--- config.mk ---
export PLATFORM = sky130hd
export DESIGN_NAME = regfile_wb_arbiter
export DESIGN_NICKNAME = d
export VERILOG_FILES = /design/src/rtl/regfile_wb_arbiter_pkg.sv /design/src/rtl/regfile_wb_arbiter_rr_arbiter.sv /design/src/rtl/regfile_wb_arbiter.sv
export SDC_FILE = /design/constraint.sdc
export NUM_CORES = 1
export LEC_CHECK = 0
export CAP_MARGIN = 30
export CORE_ASPECT_RATIO = 0.5
export CORE_MARGIN = 10
export CORE_UTILIZATION = 37
export CTS_CLUSTER_SIZE = 20
export DETAILED_ROUTE_END_ITERATION = 7
export GPL_TIMING_DRIVEN = 0
export PLACE_DENSITY_LB_ADDON = 0.05
export SLEW_MARGIN = 20
export SYNTH_ARGS = -nofsm -noshare
export SYNTH_HDL_FRONTEND = slang
export SYNTH_HIERARCHICAL = 1
export SYNTH_SLANG_ARGS = --single-unit
--- constraint.sdc ---
create_clock -name clk -period 3.6 [get_ports clk]
set_input_delay 0.72 -clock clk [delete_from_list [all_inputs] [get_ports clk]]
set_output_delay 0.72 -clock clk [all_outputs]
set_load 0.02 [all_outputs]
--- src/rtl/regfile_wb_arbiter_pkg.sv ---
// Shared constants for the register-file writeback path.
//   REG_ADDR / REG_SIZE / REG_N : register file geometry
//   WB_NREQ                     : default number of writeback requesters
//   WB_ALU / WB_MEM / WB_MUL    : requester slot assignment on the arbiter
package regfile_wb_arbiter_pkg;

  localparam int REG_ADDR = 5;
  localparam int REG_SIZE = 32;
  localparam int REG_N    = 32;

  localparam int WB_NREQ  = 3;
  localparam int WB_ALU   = 0;
  localparam int WB_MEM   = 1;
  localparam int WB_MUL   = 2;

endpackage : regfile_wb_arbiter_pkg

--- src/rtl/regfile_wb_arbiter_rr_arbiter.sv ---
// Combinational round-robin arbiter.
//   req     : request vector
//   ptr     : highest-priority index; search runs upward from here and wraps
//   gnt     : one-hot grant, zero when no request is present
//   gnt_idx : binary index of the granted requester (0 when no grant)
module rr_arbiter #(
  parameter int N  = 3,
  parameter int IW = (N > 1) ? $clog2(N) : 1
) (
  input  logic [N-1:0]  req,
  input  logic [IW-1:0] ptr,
  output logic [N-1:0]  gnt,
  output logic [IW-1:0] gnt_idx
);

  logic          found;
  logic [IW:0]   sum;
  logic [IW-1:0] idx;

  // NOTE: every variable written in this block gets a default at the top, so
  // no path leaves one unassigned and no latch is inferred.
  always_comb begin
    gnt     = '0;
    gnt_idx = '0;
    found   = 1'b0;
    sum     = '0;
    idx     = '0;
    for (int k = 0; k < N; k++) begin
      // Candidate index (ptr + k) mod N; one extra bit avoids overflow.
      sum = {1'b0, ptr} + (IW+1)'(k);
      if (sum >= (IW+1)'(N)) sum = sum - (IW+1)'(N);
      idx = sum[IW-1:0];
      if (!found && req[idx]) begin
        found    = 1'b1;
        gnt[idx] = 1'b1;
        gnt_idx  = idx;
      end
    end
  end

endmodule : rr_arbiter

--- src/rtl/regfile_wb_arbiter.sv ---
// Shares the single register-file write port among NREQ writeback requesters.
// Requesters are granted round-robin; the winner is registered into a
// one-entry output stage that drives the register file. The in-flight write
// is forwarded to the two decode read ports.
//   clk, rst_n            : clock, asynchronous active-low reset
//   wb_hold               : blocks new grants; the output stage still drains
//   req_valid/wreg/wdata  : per-requester write requests (packed slices)
//   req_ready             : one-hot grant (zero under hold, reset, or idle)
//   regwrite/wreg/wdata   : register-file write port
//   rreg1/rreg2           : decode read addresses
//   fwd_hit*/fwd_data*    : forwarding of the in-flight write
//   conflict_cnt          : saturating count of cycles with >=2 requesters
module regfile_wb_arbiter
  import regfile_wb_arbiter_pkg::*;
#(
  parameter int NREQ        = WB_NREQ,
  parameter bit ZERO_REG_EN = 1'b1,
  parameter int CNT_W       = 16
) (
  input  logic                     clk,
  input  logic                     rst_n,
  input  logic                     wb_hold,
  input  logic [NREQ-1:0]          req_valid,
  input  logic [NREQ*REG_ADDR-1:0] req_wreg,
  input  logic [NREQ*REG_SIZE-1:0] req_wdata,
  output logic [NREQ-1:0]          req_ready,
  output logic                     regwrite,
  output logic [REG_ADDR-1:0]      wreg,
  output logic [REG_SIZE-1:0]      wdata,
  input  logic [REG_ADDR-1:0]      rreg1,
  input  logic [REG_ADDR-1:0]      rreg2,
  output logic                     fwd_hit1,
  output logic                     fwd_hit2,
  output logic [REG_SIZE-1:0]      fwd_data1,
  output logic [REG_SIZE-1:0]      fwd_data2,
  output logic [CNT_W-1:0]         conflict_cnt
);

  localparam int PTR_W = (NREQ > 1) ? $clog2(NREQ) : 1;

  logic [PTR_W-1:0]    rr_ptr;
  logic [PTR_W-1:0]    gnt_idx;
  logic [NREQ-1:0]     gnt;
  logic                transfer;
  logic                multi_valid;
  logic [REG_ADDR-1:0] sel_wreg;
  logic [REG_SIZE-1:0] sel_wdata;

  rr_arbiter #(.N(NREQ), .IW(PTR_W)) u_rr_arbiter (
    .req     (req_valid),
    .ptr     (rr_ptr),
    .gnt     (gnt),
    .gnt_idx (gnt_idx)
  );

  // Grant is suppressed while held and while reset is asserted.
  assign req_ready = (wb_hold || !rst_n) ? '0 : gnt;
  assign transfer  = |req_ready;

  // Clearing the lowest set bit leaves a nonzero value only when >=2 are set.
  assign multi_valid = (req_valid & (req_valid - NREQ'(1))) != '0;

  always_comb begin
    sel_wreg  = '0;
    sel_wdata = '0;
    for (int i = 0; i < NREQ; i++) begin
      if (gnt[i]) begin
        sel_wreg  = req_wreg[i*REG_ADDR +: REG_ADDR];
        sel_wdata = req_wdata[i*REG_SIZE +: REG_SIZE];
      end
    end
  end

  // NOTE: state registers use non-blocking assignments so every flop samples
  // the pre-edge values, independent of statement order.
  always_ff @(posedge clk or negedge rst_n) begin
    if (!rst_n) begin
      regwrite <= 1'b0;
      wreg     <= '0;
      wdata    <= '0;
      rr_ptr   <= '0;
    end else begin
      // Writes to register 0 are consumed but never issued.
      regwrite <= transfer && !(ZERO_REG_EN && (sel_wreg == '0));
      if (transfer) begin
        wreg   <= sel_wreg;
        wdata  <= sel_wdata;
        rr_ptr <= (gnt_idx == PTR_W'(NREQ-1)) ? '0 : gnt_idx + PTR_W'(1);
      end
    end
  end

  always_ff @(posedge clk or negedge rst_n) begin
    if (!rst_n) begin
      conflict_cnt <= '0;
    end else if (multi_valid && !wb_hold && (conflict_cnt != '1)) begin
      conflict_cnt <= conflict_cnt + CNT_W'(1);
    end
  end

  assign fwd_hit1  = regwrite && (wreg == rreg1);
  assign fwd_hit2  = regwrite && (wreg == rreg2);
  assign fwd_data1 = wdata;
  assign fwd_data2 = wdata;

endmodule : regfile_wb_arbiter

=== Word-level counts from Yosys, hierarchy flattened ===
Cells that the tools add are included.

* Bits in registers: 56

* Muxes and demuxes: 31
* Magnitude comparators: 9
* Bitwise gates (word level): 3
* Reduce and logical (&&, ||, !) cells: 19
* $add $sub $neg: 8
* Equality and inequality tests: 4

{| class="wikitable"
|+ Operator list
! kind !! number
|-
| $mux 32 || 3
|-
| $add 16x1->16 const B || 1
|-
| $ne 16x16->1 const B || 1
|-
| $mux 5 || 3
|-
| $mux 2 || 7
|-
| $mux 3 || 4
|-
| $eq 5x5->1 || 2
|-
| $logic_and 1x1->1 || 10
|-
| $lt 2x3->1 const B || 3
|-
| $mux 1 || 8
|-
| $bmux 1 s2 || 3
|-
| $demux 1 s2 || 3
|-
| $ge 2x1->1 const B || 3
|-
| $ge 3x2->1 const B || 2
|-
| $or 3x3->3 || 2
|-
| $sub 2x2->2 const B || 3
|-
| $logic_not 1->1 || 5
|-
| $logic_not 5->1 || 1
|-
| $add 2x1->3 const B || 1
|-
| $add 2x2->3 const B || 1
|-
| $and 3x3->3 || 1
|-
| $reduce_bool 3->1 || 1
|-
| $reduce_or 3->1 || 1
|-
| $sub 3x1->3 const B || 1
|-
| 4 further kinds || 4
|}

=== Depth between registers and ports, before layout ===
Gate-level depths: netlist of the first run.

* Depth after elaboration: 17
* Mapped depth: 13

=== Hierarchy ===
The synthesis of the first run kept the hierarchy.

{| class="wikitable"
|+ By module, submodules not included
! module !! seq. area each (sq um) !! area an instance (sq um) !! times used !! cells each
|-
| regfile_wb_arbiter || 1401.3 || 3624.7 || 1 || 392
|-
| rr_arbiter || 0.0 || 266.5 || 1 || 38
|}

=== Least setup slack after synthesis of the first run ===
Ideal clock, no wire load.

* Path kind: reg2out
* Start: register rr_ptr[1]
* End: output req_ready[1]
* Path buffers: 4
* Slack: 580 ps
* Arrival time: 2300 ps
* Stages on the path, launching flop included: 12
* Cell sequence: dfrtp_1 > inv_1 > ha_1 > buf_6 > mux2i_1 > a32o_1 > a2bb2oi_2 > nor2_1 > clkbuf_1 > buf_2 > buf_1 > and2_1

* Word-level cells in the longest chain between the ends: 12
* Elaborated cells between the ends (all ways): 44
* Those cells by class: add/sub (5); order compare (9); mux (21); bitwise (2); reduce/logical (7)

{| class="wikitable"
|+ RTL lines
! item !! RTL line !! text
|-
| start: declaration || regfile_wb_arbiter.sv:41 || <nowiki>logic [PTR_W-1:0] rr_ptr;</nowiki>
|-
| start signal: assignment || regfile_wb_arbiter.sv:88 || <nowiki>rr_ptr <= (gnt_idx == PTR_W'(NREQ-1)) ? '0 : gnt_idx + PTR_W'(1);</nowiki>
|-
| $add 2x1->3 (tied with other cells) || regfile_wb_arbiter_rr_arbiter.sv:30 || <nowiki>sum = {1'b0, ptr} + (IW+1)'(k);</nowiki>
|-
| $ge 3x2->1 (tied with other cells) || regfile_wb_arbiter_rr_arbiter.sv:31 || <nowiki>if (sum >= (IW+1)'(N)) sum = sum - (IW+1)'(N);</nowiki>
|-
| $mux 2 (tied with other cells) || regfile_wb_arbiter_rr_arbiter.sv:31 ||
|-
| $lt 2x3->1 (not written as such) (tied with other cells) || regfile_wb_arbiter_rr_arbiter.sv:35 || <nowiki>gnt[idx] = 1'b1;</nowiki>
|-
| $logic_and 1x1->1 (not written as such) (tied with other cells) || regfile_wb_arbiter_rr_arbiter.sv:35 ||
|-
| $mux 1 (not written as such) (tied with other cells) || regfile_wb_arbiter_rr_arbiter.sv:35 ||
|-
| $demux 1 s2 (tied with other cells) || -- ||
|-
| $or 3x3->3 (no line) or $mux 1 (tied branches) || -- ||
|-
| $mux 3 or $logic_not 1->1 (tied branches) || regfile_wb_arbiter_rr_arbiter.sv:33 || <nowiki>if (!found && req[idx]) begin</nowiki>
|-
| $or 3x3->3 (no line) or $logic_and 1x1->1 (tied branches) || -- ||
|-
| $mux 3 (*) || regfile_wb_arbiter_rr_arbiter.sv:33 ||
|-
| net gnt[1] || regfile_wb_arbiter.sv:43 || <nowiki>logic [NREQ-1:0] gnt;</nowiki>
|-
| $mux 3 (*) || regfile_wb_arbiter.sv:57 || <nowiki>assign req_ready = (wb_hold || !rst_n) ? '0 : gnt;</nowiki>
|-
| end: declaration || regfile_wb_arbiter.sv:26 || <nowiki>output logic [NREQ-1:0] req_ready,</nowiki>
|}

Mark *: on every way through the listed nets, which the timed path passes. The rest lies on a longest branch. The select of a mux whose other input is x is not followed.

=== Worst setup path in the final report of the first run ===
* Start: register rr_ptr[1]
* End: output req_ready[2]

Same word-level chain as after synthesis.

==> results of run 1 <==
[sequential cells by signal (all words and copies together) (netlist names)]
register / cells
conflict_cnt: 16
fwd_data1: 32
regwrite: 1
rr_ptr: 2
wreg: 5
[final cells by class]
type	count	area share (%)
Sequential cell	56	20.8
Timing Repair Buffer	250	37.3
Inverter	8	0.446
Clock buffer	6	1.91
Clock inverter	1	0.0743
Buffer	90	9.01
Multi-Input combinational cell	275	27.9
Tap cell	140	2.60
[kinds of logic (layout without fill, tap and decap cells)]
group                      after synthesis  in the layout  synth area share [%]
muxes                                    3              3                 0.900
xor gates and xnor gates                23             23                  5.18
AOI/OAI and AO/OA                      100            100                  19.2
DFF                                     56             56                  36.0
and+or+nand+nor                        143            143                  20.8
buffers and inverters                   99            355                  16.1
adders and majority gates                6              6                  1.86
[metal layers]
| metal | global-route usage [%] | share of wire (%) |
|---|---|---|
| met5 | 0 | 0 |
| met4 | 2.20 | 0.53 |
| met3 | 8.66 | 9.6 |
| met2 | 35.5 | 53 |
| met1 | 20.8 | 37 |
[synth_stat cells, types with 3 or more instances]
| library cell | n | area, um^2 |
|---|---|---|
| sky130_fd_sc_hd__dfrtp_1 | 56 | 1400 |
| sky130_fd_sc_hd__nand3_1 | 4 | 20.0 |
| sky130_fd_sc_hd__nor3_1 | 5 | 25.0 |
| sky130_fd_sc_hd__nand2_1 | 56 | 210 |
| sky130_fd_sc_hd__ha_1 | 5 | 62.6 |
| sky130_fd_sc_hd__and2_1 | 3 | 18.8 |
| sky130_fd_sc_hd__nand3b_1 | 6 | 45.0 |
| sky130_fd_sc_hd__buf_4 | 64 | 480 |
| sky130_fd_sc_hd__clkbuf_1 | 17 | 63.8 |
| sky130_fd_sc_hd__nor2_1 | 4 | 15.0 |
| sky130_fd_sc_hd__a21oi_1 | 16 | 80.1 |
| sky130_fd_sc_hd__nor2b_1 | 38 | 238 |
| sky130_fd_sc_hd__inv_1 | 8 | 30.0 |
| sky130_fd_sc_hd__xnor2_1 | 3 | 26.3 |
| sky130_fd_sc_hd__o21ai_0 | 7 | 35.0 |
| sky130_fd_sc_hd__o31ai_1 | 33 | 248 |
| sky130_fd_sc_hd__buf_1 | 4 | 15.0 |
| sky130_fd_sc_hd__nor4_1 | 6 | 37.5 |
| sky130_fd_sc_hd__buf_2 | 5 | 25.0 |
| sky130_fd_sc_hd__xor2_1 | 20 | 175 |
| sky130_fd_sc_hd__a221oi_1 | 31 | 272 |
[where the power goes]
part	internal, mW	leakage, nW	switching (mW)
clock	0.254	0.0667	0.219
sequential	0.864	0.713	0.303
combinational	1.99	2.07	1.96
total	3.11	2.85	2.49
[through the flow]
step	hold slack, ns	util (%)	instances	setup TNS [ns]
after floorplan	0.424	-	430	0
after global placement	0.482	64.0	819	-47.65
after detailed placement	0.488	64.2	820	-3.14
after CTS	0.264	65.8	826	0
after global routing	0.262	65.7	826	0
final	0.264	65.7	826	0
[worst max-delay path, stage by stage (launching register included)]
cell and delay (ns):
sky130_fd_sc_hd__dfrtp_1 0.40, sky130_fd_sc_hd__inv_1 0.08, sky130_fd_sc_hd__ha_1 0.19, sky130_fd_sc_hd__buf_6 0.14, sky130_fd_sc_hd__mux2i_2 0.16, sky130_fd_sc_hd__or2_1 0.22, sky130_fd_sc_hd__a21oi_1 0.12, sky130_fd_sc_hd__o21a_1 0.21
sky130_fd_sc_hd__clkbuf_4 0.23, sky130_fd_sc_hd__clkbuf_4 0.22, sky130_fd_sc_hd__and2_1 0.14, sky130_fd_sc_hd__clkdlybuf4s15_2 0.27
[final timing paths]
| path | end | from |
|---|---|---|
| worst max-delay path | req_ready[2] | rr_ptr[1] |
| worst min-delay path | conflict_cnt[7] | rst_n |
| worst max register to register | fwd_data1[9] | rr_ptr[1] |
| worst min register to register | conflict_cnt[15] | conflict_cnt[15] |
| max in group asynchronous | fwd_data1[7] | rst_n |
| min in group clk | conflict_cnt[15] | conflict_cnt[15] |
[repair_timing]
action	4_1_cts	5_1_grt
gates resized for setup	17	3
endpoints found under the setup margin	3	2
cloned	0	0
==> results.txt, run 1 <==
----------------------------------------------------
[Clock network]
  Clock latency at the later pin of the worst-skew pair ... 0.29 ns
  Number of sinks driven by the clock tree ... 56
  Post CTS Setup Buffer Count ... 0
  CTS tree ... built
  TritonCTS Buffers ... 5
  Clk buf depth ... 2
  Root Buffer Master ... sky130_fd_sc_hd__clkbuf_16
  H-tree levels ... 2
  Clock input transition at the sequential cells of the worst setup and hold paths ... 0.07 ns
  Count of hold buffers inserted by post-cts repair ... 0

[Floorplanning]
  Vertical die dimension ... 92.5 um
  Initial standard-cell utilization of the core ... 38.0%
  Horizontal die dimension ... 165 um
  Core Region ... 10200 um^2
  Die area ... 15300 um^2
  Number of cell rows ... 26
  Top Ports ... 250

[Synth]
  Netlist Area Pre-Place ... 3890 um^2
  Syn avg cell area ... 9.05 um^2
  Async SR Flop Fraction ... 100%
  Number of enable-type register cells in the synthesized netlist ... 0
  Post-synthesis sequential area ratio ... 36.0%
  Mapped Cells ... 430
  Post-Syn Nets ... 562
  FF+latch count, synth ... 56
  Synthesis warning total ... 6
  Distinct cells, synth ... 53
  Primary flip-flop cell chosen by synthesis mapping ... sky130_fd_sc_hd__dfrtp_1

[Worst setup path]
  Setup crit end kind ... primary output
  Data arrival, critical path ... 2.68 ns
  Worst Reg2Reg Path Length in Cells ... 13
  R2R Setup Slk ... 0.48 ns
  Data required time at the worst endpoint ... 2.88 ns
  Startpoint types ... flop
  Worst setup path class ... flop to primary output
  Worst-path maximum fanout ... 10

[Power]
  Power Total ... 5.59 mW
  Cell leakage power ... 2.85 nW
  Peak supply drop ... 0.000545 V
  Power per Cell Area ... 830 nW/um^2

[Global route]
  Global-route usage over all layers ... 19.4%
  Maximum number of pins on one net before global-route repair ... 47
  Via count of the first global-routing pass ... 4246
  First-pass GRT wire length ... 23700 um
  Antenna violations before repair ... 0
  Overflow left after global routing ... 0

[STA]
  Post-route worst setup slack ... 0.202 ns
  Period utilization ... 94.4%
  Setup skew after layout ... 0.00255 ns
  Max-slew violation count ... 0
  Final setup violating endpoints ... 0
  Worst Max-Slew Pin Slew ... 0.508 ns
  Final hold violations ... 0
  RSZ-0062 raised after global routing ... false
  Slew Limit Headroom ... 66.1%
  Achievable clock frequency ... 294 MHz
  Post-layout minimum cycle time ... 3.40 ns

[Route]
  Remaining DRCs ... 0
  Detailed-route vias per instance ... 4.88
  Starting DRC count in detailed routing ... 244
  1st-pass router iterations ... 4
  Wirelength, routed ... 15200 um
  Count of vias placed by the detailed router ... 4031
  Routed wire per std cell ... 18.4 um
  Number of antenna-violating nets in the routed design ... 0

[Finish]
  Antenna cells ... 0
  Commonest cells after routing, fill and taps aside ... sky130_fd_sc_hd__clkdlybuf4s50_1, sky130_fd_sc_hd__buf_4, sky130_fd_sc_hd__nand2_1, sky130_fd_sc_hd__dfrtp_1, sky130_fd_sc_hd__nor2b_1
  Leading cell type in the layout, fill and taps excluded ... sky130_fd_sc_hd__clkdlybuf4s50_1
  Post-synthesis to final-layout area growth ... 73.1%
  Sequential cell area ... 1400 um^2
  Fin nets ... 818
  Final instance area ... 6740 um^2
  Multi-input logic area ... 1880 um^2
  Fraction of layout instances using a drive strength above 1 ... 13.8%
  Fill count ... 904

[Placed design]
  Post-DP Area ... 6580 um^2
  Routability congestion estimate from global placement ... 0.838
  Number of input and output port buffers inserted ... 249
  Detailed placement HPWL ... 12600 um
  Placement Setup Slack ... -0.957 ns

[Run status]
  Outcome ... complete, no violations

[Min path]
  Worst Hold Class ... primary input to asynchronous set/reset pin

[Run]
  Max-capacitance violation count ... 0

----------------------------------------------------
No activity file was read; power rests on OpenSTA's default activity.
==> inputs of run 2 (changes only) <==
--- a/config.mk
+++ b/config.mk
@@ -7,7 +7,7 @@
 export LEC_CHECK = 0
 export CAP_MARGIN = 30
 export CORE_ASPECT_RATIO = 0.5
-export CORE_MARGIN = 10
+export CORE_MARGIN = 5
 export CORE_UTILIZATION = 37
 export CTS_CLUSTER_SIZE = 20
 export DETAILED_ROUTE_END_ITERATION = 7
==> run 2 against run 1 <==
  * Combinational power hardly changed
  * Highest routed layer unchanged
  * Sequential power about the same
  * Global-route usage up 2.1 points
  * Clock power increased by 5.7%
==> results.txt, run 2 (synthesized netlist as in run 1, its figures left out) <==
----------------------------------------------------
[Run status]
  Outcome ... complete, no violations (unchanged)

[Global route]
  Maximum number of pins on one net before global-route repair ... 47 (unchanged)
  Antenna violations before repair ... 0 (unchanged)
  Overflow left after global routing ... 0 (unchanged)
  Global-route usage over all layers ... 21.4% (was 19.4%)
  Via count of the first global-routing pass ... 4247 (was 4246)
  First-pass GRT wire length ... 21900 um (was 23700 um)

[Floorplanning]
  Horizontal die dimension ... 155 um (was 165 um)
  Vertical die dimension ... 82.5 um (was 92.5 um)
  Top Ports ... 250 (unchanged)
  Number of cell rows ... 26 (unchanged)
  Die area ... 12800 um^2 (was 15300 um^2)
  Core Region ... 10200 um^2 (unchanged)
  Initial standard-cell utilization of the core ... 38.0% (unchanged)

[STA]
  Max-slew violation count ... 0 (unchanged)
  Post-layout minimum cycle time ... 3.32 ns (was 3.40 ns)
  Setup skew after layout ... 0.00542 ns (was 0.00255 ns)
  Sum of negative setup slack ... 0 ns (unchanged)
  Final hold violations ... 0 (unchanged)
  Final setup violating endpoints ... 0 (unchanged)
  Achievable clock frequency ... 301 MHz (was 294 MHz)
  Worst Max-Slew Pin Slew ... 0.529 ns (was 0.508 ns)
  RSZ-0062 raised after global routing ... false (unchanged)
  Slew Limit Headroom ... 64.7% (was 66.1%)
  Period utilization ... 92.4% (was 94.4%)

[Worst setup path]
  Worst setup path endpoint ... req_ready[2] (unchanged)
  Worst-path maximum fanout ... 10 (unchanged)
  CP max-delay cell ... sky130_fd_sc_hd__dfrtp_1 (unchanged)
  R2R Setup Slk ... 0.56 ns (was 0.48 ns)
  Terminus of the critical flop-to-flop path ... fwd_data1[9] (unchanged)
  Data required time at the worst endpoint ... 2.88 ns (about the same)
  Cell repeated most along the worst path ... sky130_fd_sc_hd__clkbuf_4 (unchanged)
  Max stage delay on crit path ... 0.41 ns (was 0.40 ns)
  Setup crit end kind ... primary output (unchanged)
  Startpoint of the lowest-slack register-to-register path ... rr_ptr[0] (was rr_ptr[1])
  Worst Reg2Reg Path Length in Cells ... 12 (was 13)
  Cells along the critical path ... inv_1 > ha_1 > nand2_1 > nor3_1 > o21a_2 > clkbuf_4 > clkbuf_4 > and2_1 > clkdlybuf4s15_2 (was inv_1 > ha_1 > buf_6 > mux2i_2 > or2_1 > a21oi_1 > o21a_1 > clkbuf_4 > clkbuf_4 > and2_1 > clkdlybuf4s15_2)
  Startpoint types ... flop (unchanged)
  Worst setup path class ... flop to primary output (unchanged)
  Start point of the critical path ... rr_ptr[0] (was rr_ptr[1])
  Data arrival, critical path ... 2.60 ns (was 2.68 ns)
  CP top delay family ... buffers and inverters (unchanged)
  CP Buf/Inv Count ... 4 (was 5)
  Count of cell instances traversed by the critical path ... 9 (was 11)

[Clock network]
  Count of hold buffers inserted by post-cts repair ... 0 (unchanged)
  Root Buffer Master ... sky130_fd_sc_hd__clkbuf_16 (unchanged)
  Number of sinks driven by the clock tree ... 56 (unchanged)
  H-tree levels ... 2 (unchanged)
  Clock input transition at the sequential cells of the worst setup and hold paths ... 0.07 ns (about the same)
  Clk buf depth ... 2 (unchanged)
  CTS tree ... built (unchanged)
  TritonCTS Buffers ... 5 (unchanged)
  Clock latency at the later pin of the worst-skew pair ... 0.29 ns (about the same)

[Finish]
  Fraction of layout instances using a drive strength above 1 ... 14.0% (was 13.8%)
  Number of non-filler instances in the completed layout ... 827 (was 826)
  Post-synthesis to final-layout area growth ... 73.5% (was 73.1%)
  Antenna cells ... 0 (unchanged)
  Leading cell type in the layout, fill and taps excluded ... sky130_fd_sc_hd__clkdlybuf4s50_1 (unchanged)
  Max FFs per register ... 32 (unchanged)
  Share of the core filled with cells in the final layout ... 65.9% (was 65.7%)
  Commonest cells after routing, fill and taps aside ... sky130_fd_sc_hd__clkdlybuf4s50_1, sky130_fd_sc_hd__buf_4, sky130_fd_sc_hd__nand2_1, sky130_fd_sc_hd__dfrtp_1, sky130_fd_sc_hd__nor2b_1 (unchanged)
  Fin nets ... 818 (unchanged)

[Power]
  Power share of the combinational group ... 70.1% (was 70.7%)
  Cell leakage power ... 2.85 nW (about the same)
  Clock group share of total power ... 8.9% (was 8.5%)
  Switching part of the total ... 44.0% (was 44.5%)
  Psw ... 2.46 mW (was 2.49 mW)
  Design internal power ... 3.13 mW (was 3.11 mW)
  Sequential fraction of design power ... 21.0% (was 20.9%)
  Power per Cell Area ... 829 nW/um^2 (was 830 nW/um^2)
  Peak supply drop ... 0.000474 V (was 0.000545 V)

[Route]
  Count of vias placed by the detailed router ... 4072 (was 4031)
  Remaining DRCs ... 0 (unchanged)
  Wirelength, routed ... 13900 um (was 15200 um)
  Detailed-route vias per instance ... 4.92 (was 4.88)
  Number of antenna-violating nets in the routed design ... 0 (unchanged)
  1st-pass router iterations ... 4 (unchanged)
  Routed wire per std cell ... 16.8 um (was 18.4 um)
  Starting DRC count in detailed routing ... 178 (was 244)

[Placed design]
  Detailed placement HPWL ... 11300 um (was 12600 um)
  Placed Cells incl. Taps ... 820 (unchanged)
  Number of input and output port buffers inserted ... 249 (unchanged)
  Routability congestion estimate from global placement ... 0.819 (was 0.838)

[Min path]
  Worst Hold Class ... primary input to asynchronous set/reset pin (unchanged)

[Run]
  Max-capacitance violation count ... 0 (unchanged)

----------------------------------------------------
run 2: cell count changes in the layout (fill, tap and decap cells not counted), sizes merged:
cell    before  now
clkinv       1    0
buf         75   76
clkbuf      24   25
run 2: power by group through the flow:
stage          clock (mW)  sequential [mW]  combinational [mW]
3_5_place_dp            0             1.18                3.92
6_report            0.500             1.17                3.92
3_3_place_gp            0             1.18                3.87
4_1_cts             0.517             1.18                3.95
2_1_floorplan           0             1.37                2.09
5_1_grt             0.539             1.23                4.24
run 2: area by class of cell:
type,instances,area [um^2]
multi-input combinational,275,1880
timing repair buffer,250,2510
inverter,8,30.0
clock buffer,8,146
fill,911,3500
tap,140,175
buffer,90,607
sequential,56,1400
run 2: timing repair:
| action | CTS | global route |
|---|---|---|
| setup buffers | 0 | 0 |
| gates resized for setup | 16 | 6 |
| setup endpoints to repair | 3 | 2 |
run 2: through the flow:
stage / setup slack, ns / cell area [um^2] / hold WS, ns / total power, mW
after global placement: -1.55 / 6560 / 0.481 / 5.05
final: 0.275 / 6750 / 0.264 / 5.60
after floorplan: 0.580 / 3890 / 0.424 / 3.46
after global routing: 0.0560 / 6750 / 0.264 / 6.01
after detailed placement: -0.973 / 6580 / 0.490 / 5.10
after CTS: 0.00179 / 6750 / 0.261 / 5.64
run 2: routing by layer:
| layer | global-route usage [%] | wire length (um) | vias to the layer above |
|---|---|---|---|
| li1 | - | - | 1986 |
| met1 | 25.6 | 5560 | 1939 |
| met2 | 39.0 | 7220 | 126 |
| met3 | 5.73 | 862 | 21 |
| met4 | 5.46 | 270 | 0 |
| met5 | 0 | 0 | - |
run 2: worst min-delay path by stage:
stage | end | from | cells after the start | slack (ns)
after global routing | conflict_cnt[7] | rst_n | 1 | 0.26
after CTS | conflict_cnt[7] | rst_n | 1 | 0.26
after global placement | conflict_cnt[15] | conflict_cnt[15] | 1 | 0.48
final | conflict_cnt[7] | rst_n | 1 | 0.26
after floorplan | conflict_cnt[0] | rst_n | 0 | 0.42
after detailed placement | conflict_cnt[15] | conflict_cnt[15] | 1 | 0.49
==> inputs of run 3 (changes only) <==
--- a/config.mk
+++ b/config.mk
@@ -5,7 +5,6 @@
 export SDC_FILE = /design/constraint.sdc
 export NUM_CORES = 1
 export LEC_CHECK = 0
-export CAP_MARGIN = 30
 export CORE_ASPECT_RATIO = 0.5
 export CORE_MARGIN = 5
 export CORE_UTILIZATION = 37
==> results of run 3 <==
The final DEF is identical to that of run 2; final timing and power are the same.
